### config.mk
export PLATFORM = sky130hd
export DESIGN_NAME = hilo_div_ctrl_flat
export DESIGN_NICKNAME = d
export VERILOG_FILES = /design/src/rtl/hilo_div_ctrl_if.sv /design/src/rtl/hilo_div_ctrl.sv /design/src/flat_wrapper.sv
export SDC_FILE = /design/constraint.sdc
export NUM_CORES = 1
export LEC_CHECK = 0
export ABC_AREA = 1
export BUFFER_PORTS_ARGS = -buffer_cell sky130_fd_sc_hd__buf_2
export CAP_MARGIN = 30
export CORE_MARGIN = 2
export CORE_UTILIZATION = 45
export CTS_BUF_LIST = sky130_fd_sc_hd__clkbuf_8
export DETAILED_ROUTE_END_ITERATION = 8
export PLACE_DENSITY = 0.79
export SYNTH_ARGS = -nofsm -noshare
export SYNTH_HDL_FRONTEND = slang
export SYNTH_SLANG_ARGS = --single-unit
### constraint.sdc
create_clock -name clk -period 1.6 [get_ports clk]
set_input_delay 0.32 -clock clk [delete_from_list [all_inputs] [get_ports clk]]
set_output_delay 0.32 -clock clk [all_outputs]
set_load 0.03 [all_outputs]
### src/rtl/hilo_div_ctrl_if.sv
// Signal bundle between control, the iterative divider and the HI/LO sequencer.
// The slave modport is the sequencer's view; master is everything around it.
interface hilo_div_ctrl_if #(
    parameter int WIDTH = 32
);
    logic             div_req;
    logic             mthi;
    logic             mtlo;
    logic [WIDTH-1:0] wr_data;
    logic             div_done;
    logic             div_zero;
    logic [WIDTH-1:0] div_hi;
    logic [WIDTH-1:0] div_lo;
    logic             div_ctrl;
    logic             div_clr;
    logic             busy;
    logic [WIDTH-1:0] hi;
    logic [WIDTH-1:0] lo;
    logic             div_zero_exc;
    logic             timeout_err;

    modport slave (
        input  div_req, mthi, mtlo, wr_data,
        input  div_done, div_zero, div_hi, div_lo,
        output div_ctrl, div_clr, busy, hi, lo, div_zero_exc, timeout_err
    );

    modport master (
        output div_req, mthi, mtlo, wr_data,
        output div_done, div_zero, div_hi, div_lo,
        input  div_ctrl, div_clr, busy, hi, lo, div_zero_exc, timeout_err
    );
endinterface

### src/rtl/hilo_div_ctrl.sv
// Sequences the iterative divider: clear, run with watchdog, capture into HI/LO.
// Also owns the architectural HI/LO registers for mfhi/mflo/mthi/mtlo.
module hilo_div_ctrl #(
    parameter int WIDTH   = 32,
    parameter int TIMEOUT = 48,
    parameter int CW      = 6
) (
    input  logic           clk,
    input  logic           reset,
    hilo_div_ctrl_if.slave bus
);
    localparam logic [1:0] IDLE = 2'd0;
    localparam logic [1:0] CLR  = 2'd1;
    localparam logic [1:0] RUN  = 2'd2;
    localparam logic [1:0] DONE = 2'd3;

    logic [1:0]       state_q, state_d;
    logic [CW-1:0]    runCnt_q, runCnt_d;
    logic [WIDTH-1:0] hi_q, hi_d;
    logic [WIDTH-1:0] lo_q, lo_d;
    logic             divCtrl_q, divCtrl_d;
    logic             divClr_q, divClr_d;
    logic             busy_q, busy_d;
    logic             zeroExc_q, zeroExc_d;
    logic             timeout_q, timeout_d;

    always_comb begin
        state_d   = state_q;
        runCnt_d  = runCnt_q;
        hi_d      = hi_q;
        lo_d      = lo_q;
        divCtrl_d = divCtrl_q;
        divClr_d  = 1'b0;
        zeroExc_d = 1'b0;
        timeout_d = 1'b0;

        case (state_q)
            IDLE: begin
                divCtrl_d = 1'b0;
                if (bus.mthi) hi_d = bus.wr_data;
                if (bus.mtlo) lo_d = bus.wr_data;
                if (bus.div_req) begin
                    state_d  = CLR;
                    divClr_d = 1'b1;
                end
            end
            CLR: begin
                state_d   = RUN;
                runCnt_d  = '0;
                divCtrl_d = 1'b1;
            end
            RUN: begin
                divCtrl_d = 1'b1;
                runCnt_d  = runCnt_q + CW'(1);
                // The divider only registers divZero during its first enabled cycle.
                if (runCnt_q != '0) begin
                    if (bus.div_zero) begin
                        zeroExc_d = 1'b1;
                        divCtrl_d = 1'b0;
                        runCnt_d  = '0;
                        state_d   = IDLE;
                    end else if (bus.div_done) begin
                        hi_d      = bus.div_hi;
                        lo_d      = bus.div_lo;
                        divCtrl_d = 1'b0;
                        runCnt_d  = '0;
                        state_d   = DONE;
                    end else if (runCnt_q == CW'(TIMEOUT - 1)) begin
                        timeout_d = 1'b1;
                        divCtrl_d = 1'b0;
                        runCnt_d  = '0;
                        state_d   = IDLE;
                    end
                end
            end
            DONE: begin
                divCtrl_d = 1'b0;
                state_d   = IDLE;
            end
            default: begin
                divCtrl_d = 1'b0;
                state_d   = IDLE;
            end
        endcase

        busy_d = (state_d != IDLE);
    end

    always_ff @(posedge clk) begin
        if (reset) begin
            state_q   <= IDLE;
            runCnt_q  <= '0;
            hi_q      <= '0;
            lo_q      <= '0;
            divCtrl_q <= 1'b0;
            divClr_q  <= 1'b0;
            busy_q    <= 1'b0;
            zeroExc_q <= 1'b0;
            timeout_q <= 1'b0;
        end else begin
            state_q   <= state_d;
            runCnt_q  <= runCnt_d;
            hi_q      <= hi_d;
            lo_q      <= lo_d;
            divCtrl_q <= divCtrl_d;
            divClr_q  <= divClr_d;
            busy_q    <= busy_d;
            zeroExc_q <= zeroExc_d;
            timeout_q <= timeout_d;
        end
    end

    assign bus.div_ctrl     = divCtrl_q;
    assign bus.div_clr      = divClr_q;
    assign bus.busy         = busy_q;
    assign bus.hi           = hi_q;
    assign bus.lo           = lo_q;
    assign bus.div_zero_exc = zeroExc_q;
    assign bus.timeout_err  = timeout_q;
endmodule

### src/flat_wrapper.sv
// flat-port wrapper written by rule: the top's interface ports become plain ports
module hilo_div_ctrl_flat 
#(
    parameter int WIDTH   = 32,
    parameter int TIMEOUT = 48,
    parameter int CW      = 6
)
  (clk, reset, bus_div_req, bus_mthi, bus_mtlo, bus_wr_data, bus_div_done, bus_div_zero, bus_div_hi, bus_div_lo, bus_div_ctrl, bus_div_clr, bus_busy, bus_hi, bus_lo, bus_div_zero_exc, bus_timeout_err);
  hilo_div_ctrl_if #(.WIDTH(WIDTH)) bus_i ();
  input  logic clk;
  input  logic reset;
  input wire logic [$bits(bus_i.div_req)-1:0] bus_div_req;
  input wire logic [$bits(bus_i.mthi)-1:0] bus_mthi;
  input wire logic [$bits(bus_i.mtlo)-1:0] bus_mtlo;
  input wire logic [$bits(bus_i.wr_data)-1:0] bus_wr_data;
  input wire logic [$bits(bus_i.div_done)-1:0] bus_div_done;
  input wire logic [$bits(bus_i.div_zero)-1:0] bus_div_zero;
  input wire logic [$bits(bus_i.div_hi)-1:0] bus_div_hi;
  input wire logic [$bits(bus_i.div_lo)-1:0] bus_div_lo;
  output wire logic [$bits(bus_i.div_ctrl)-1:0] bus_div_ctrl;
  output wire logic [$bits(bus_i.div_clr)-1:0] bus_div_clr;
  output wire logic [$bits(bus_i.busy)-1:0] bus_busy;
  output wire logic [$bits(bus_i.hi)-1:0] bus_hi;
  output wire logic [$bits(bus_i.lo)-1:0] bus_lo;
  output wire logic [$bits(bus_i.div_zero_exc)-1:0] bus_div_zero_exc;
  output wire logic [$bits(bus_i.timeout_err)-1:0] bus_timeout_err;
  assign bus_i.div_req = bus_div_req;
  assign bus_i.mthi = bus_mthi;
  assign bus_i.mtlo = bus_mtlo;
  assign bus_i.wr_data = bus_wr_data;
  assign bus_i.div_done = bus_div_done;
  assign bus_i.div_zero = bus_div_zero;
  assign bus_i.div_hi = bus_div_hi;
  assign bus_i.div_lo = bus_div_lo;
  assign bus_div_ctrl = bus_i.div_ctrl;
  assign bus_div_clr = bus_i.div_clr;
  assign bus_busy = bus_i.busy;
  assign bus_hi = bus_i.hi;
  assign bus_lo = bus_i.lo;
  assign bus_div_zero_exc = bus_i.div_zero_exc;
  assign bus_timeout_err = bus_i.timeout_err;
  hilo_div_ctrl #(.WIDTH(WIDTH), .TIMEOUT(TIMEOUT), .CW(CW)) u_core (.clk(clk), .reset(reset), .bus(bus_i));
endmodule
==> out/metrics.csv <==
stage,metric,value,unit
cts,cts_root_buf,clkbuf_8,
power,power_density,1820,nW/um^2
power,p_seq_share,28.4,%
grt,overflow,0,
timing,layout_min_cycle_time,1.58,ns
logic_synthesis,synth.yosys.seq_area_share,39.0,%
logic_synthesis,ys_warn_count,0,
critical_path,critical_path_start_end_classification,reg -> reg,
cts,cts-buffers-inserted,9,
critical_path,worstPathArrival,1.86,ns
power,switching_component_of_the_power,4.43,mW
logic_synthesis,synth.avg_cell_area,6.79,um^2
logic_synthesis,postSynthNetCount,689,
critical_path,start_kind,register,
logic_synthesis,synth_area_leaders,"dfxtp_1, nand2_1, a21oi_1, nor2_1, nand3_1",
drt,route.antenna.remaining_nets,0,
critical_path,crit_family,buffers and inverters,
timing,relative_slew_slack,76.2,%
timing,min_period_over_period,98.6,%
power,max-vdd-ir-drop,0.000897,V
drt,remaining_drc_errors,0,
critical_path,crit_path_max_fanout,11,
placed_design,place_area,5000,um^2
layout,finalInstanceArea,5510,um^2
logic_synthesis,syn_area,3950,um^2
floorplanning,initial_core_util,45.8,%
grt,track_usage,25.5,%
grt,grt_pass1_wl,20100,um
logic_synthesis,postSynthRegisterBits,77,
critical_path,rr_startpoint,u_core.state_q[0],
layout,fin_nets,862,
critical_path,r2r_end,u_core.bus.lo[17],
placed_design,buffer_ports.inserted,171,
floorplanning,die_area,9550,um^2
drt,routed_wirelength,12400,um
power,pwr-share-clk,16.5,%
floorplanning,floorplan.die.height,97.7,um
grt,initial_antenna_violation_count,0,
timing,setup-tns-final,0,ns
critical_path,depth_of_the_worst_register_to_register_path,7,
grt,largest_net_degree_at_the_start_of_global_routing,35,
power,internal_power,5.57,mW
layout,drive_above_1_share,33.7,%
cts,holdBufCountCts,0,
floorplanning,ioPinCount,172,
logic_synthesis,yosysTopAreaCellShare,39.0,%
hold_path,holdCritStartpoint,bus_div_zero,
cts,worst_setup_hold_path_clk_slew,0.08,ns
timing,setup-violations-final,0,
run_status,run_status,"complete, no violations",
drt,wl_per_cell,14.2,um
layout,areaGrowthSynthToFinish,39.3,%
timing,max_slew.worst_pin.slew,0.356,ns
drt,first_pass_iters,4,
critical_path,critical_path_required_time,1.88,ns
timing,slew_violations,0,
floorplanning,floorplan.rows,34,
logic_synthesis,synthDominantAreaCellType,dfxtp_1,
critical_path,path_cells,inv_4 > ha_4 > buf_4 > bufbuf_16 > o21ai_0 > nand4_1 > a21oi_1,
hold_path,min_delay_worst_endpoint,u_core.bus.timeout_err,
drt,dr_total_vias,4543,
timing,rsz0062_at_grt,yes,
floorplanning,die_w,97.7,um
layout,antenna-diode-count,0,
power,post-layout-total-power,10.0,mW
hold_path,timing.hold.worst.class,in -> reg,
cts,cts_sinks,77,
placed_design,gp_congestion,0.894,
floorplanning,fp.coreArea,8640,um^2
critical_path,biggest_cell_delay_along_the_critical_path,0.36,ns
power,p_sw_share,44.3,%
power,combPwrFrac,55.1,%
cts,tritoncts,done,
grt,via_count_of_the_first_global_routing_pass,4263,
cts,cts-root-to-sink-buffers,2,
timing,hold_viol_final,0,
critical_path,worst_setup_path_end_kind,register,
job,maxcap_viol_count,0,
hold_path,hold_depth,2,
critical_path,timing.critical_path.buf_inv,3,
drt,viasPerCell,5.23,
drt,drtIter0Drc,225,
timing,fmax,0.634,GHz
critical_path,worst-r2r-setup-slack,0.02,ns
timing,finClkSkew,0.0139,ns
cts,clock_latency_reported_for_the_late_side_of_the_worst_skew_pair,0.35,ns
critical_path,crit_path_top_delay_cell,dfxtp_2,
logic_synthesis,post_synthesis_instance_total,582,
cts,h-tree-depth,3,
logic_synthesis,synth.distinct_cells,27,
placed_design,hpwlAfterDp,8900,um
power,p_leak,2.74,nW
## synth_stat cells
master / number
dfxtp_1: 77
nand2_1: 143
nand2_2: 1
a31oi_1: 2
or2_1: 1
ha_1: 4
a21oi_1: 87
buf_2: 16
clkbuf_1: 15
nor2_1: 64
inv_1: 31
buf_6: 11
nor3_1: 2
nor4_1: 1
nand4_1: 33
inv_2: 2
nand3_2: 1
nand2_4: 1
or2_2: 1
a21boi_0: 15
nand4_2: 1
nor2_2: 1
nand3_1: 42
buf_1: 5
o21ai_0: 23
inv_4: 1
o21a_1: 1
## layout by cell type (no fill, tap or decap), types with 2 or more instances in the layout
cell	instances
nand2_2	3
nand2_1	141
a21boi_0	15
inv_1	29
a21oi_2	9
dfxtp_2	2
nand3_1	41
inv_2	4
buf_4	21
a21oi_1	78
o21ai_0	21
buf_6	4
ha_1	2
buf_2	171
buf_12	9
clkinv_2	2
clkbuf_8	11
nand4_1	33
o21ai_1	2
bufbuf_16	2
dfxtp_1	75
nor3_1	2
ha_4	2
bufinv_16	2
nor2_1	63
## per-stage QoR
step                      instances  setup WS, ns  hold slack, ns  util, %
after floorplan                 582       0.00740           0.398        -
after global placement          840        0.0488           0.446     57.9
after detailed placement        840       -0.0323           0.451     57.9
after CTS                       867       -0.0156           0.158     62.8
after global routing            868       -0.0572           0.166     63.8
final                           868        0.0222           0.170     63.8
## kinds of logic (layout without fill, tap and decap cells)
group | after synthesis | count (layout) | synth area share [%]
flops | 77 | 77 | 39.0
buf+inv | 81 | 259 | 10.4
simple gates | 292 | 292 | 32.1
fa+ha+maj | 4 | 4 | 1.27
compound gates | 128 | 128 | 17.3
## state kept, by name, indices dropped and copies added (netlist names), 2 cells and up
register / count
u_core.bus.hi: 32
u_core.bus.lo: 32
u_core.runCnt_q: 6
u_core.state_q: 2
## timing repair
item                                    CTS  global route
resized for setup                        10            22
gates cloned                              3             1
endpoints found under the setup margin   41            56
buffers inserted                          8             0
pin swaps                                 2             3
## metal layers
metal	global-route usage (%)	vias to the layer above	share of wire, %
li1	-	2279	-
met1	32.6	2061	42
met2	43.2	174	49
met3	5.61	29	6.6
met4	8.01	0	2.5
met5	0	-	0
## layout make-up
cell class | count | area [um^2]
Fill cell | 794 | 3130
Multi-Input combinational cell | 424 | 2110
Sequential cell | 77 | 1540
Timing Repair Buffer | 209 | 1360
Clock buffer | 11 | 151
Inverter | 34 | 135
Tap cell | 108 | 135
Clock inverter | 5 | 73.8
## power groups by stage
| stage | sequential, mW | clock (mW) | combinational (mW) |
|---|---|---|---|
| 2_1_floorplan | 3.89 | 0 | 2.44 |
| 3_3_place_gp | 2.85 | 0 | 4.81 |
| 3_5_place_dp | 2.86 | 0 | 4.92 |
| 4_1_cts | 2.82 | 1.66 | 5.37 |
| 5_1_grt | 2.90 | 1.75 | 5.98 |
| 6_report | 2.84 | 1.65 | 5.50 |
## worst max path at each step
| stage | start | slack [ns] | end | cells past startpoint |
|---|---|---|---|---|
| 2_1_floorplan | u_core.state_q[0] | 0.007 | u_core.bus.hi[18] | 12 |
| 4_1_cts | u_core.state_q[1] | -0.02 | u_core.bus.lo[11] | 8 |
| 6_report | u_core.state_q[0] | 0.02 | u_core.bus.lo[17] | 7 |
| 3_3_place_gp | u_core.state_q[0] | 0.05 | u_core.bus.lo[24] | 8 |
| 3_5_place_dp | u_core.state_q[0] | -0.03 | u_core.bus.lo[7] | 8 |
| 5_1_grt | u_core.state_q[0] | -0.06 | u_core.bus.busy | 11 |
No activity file was read; power rests on OpenSTA's default activity.
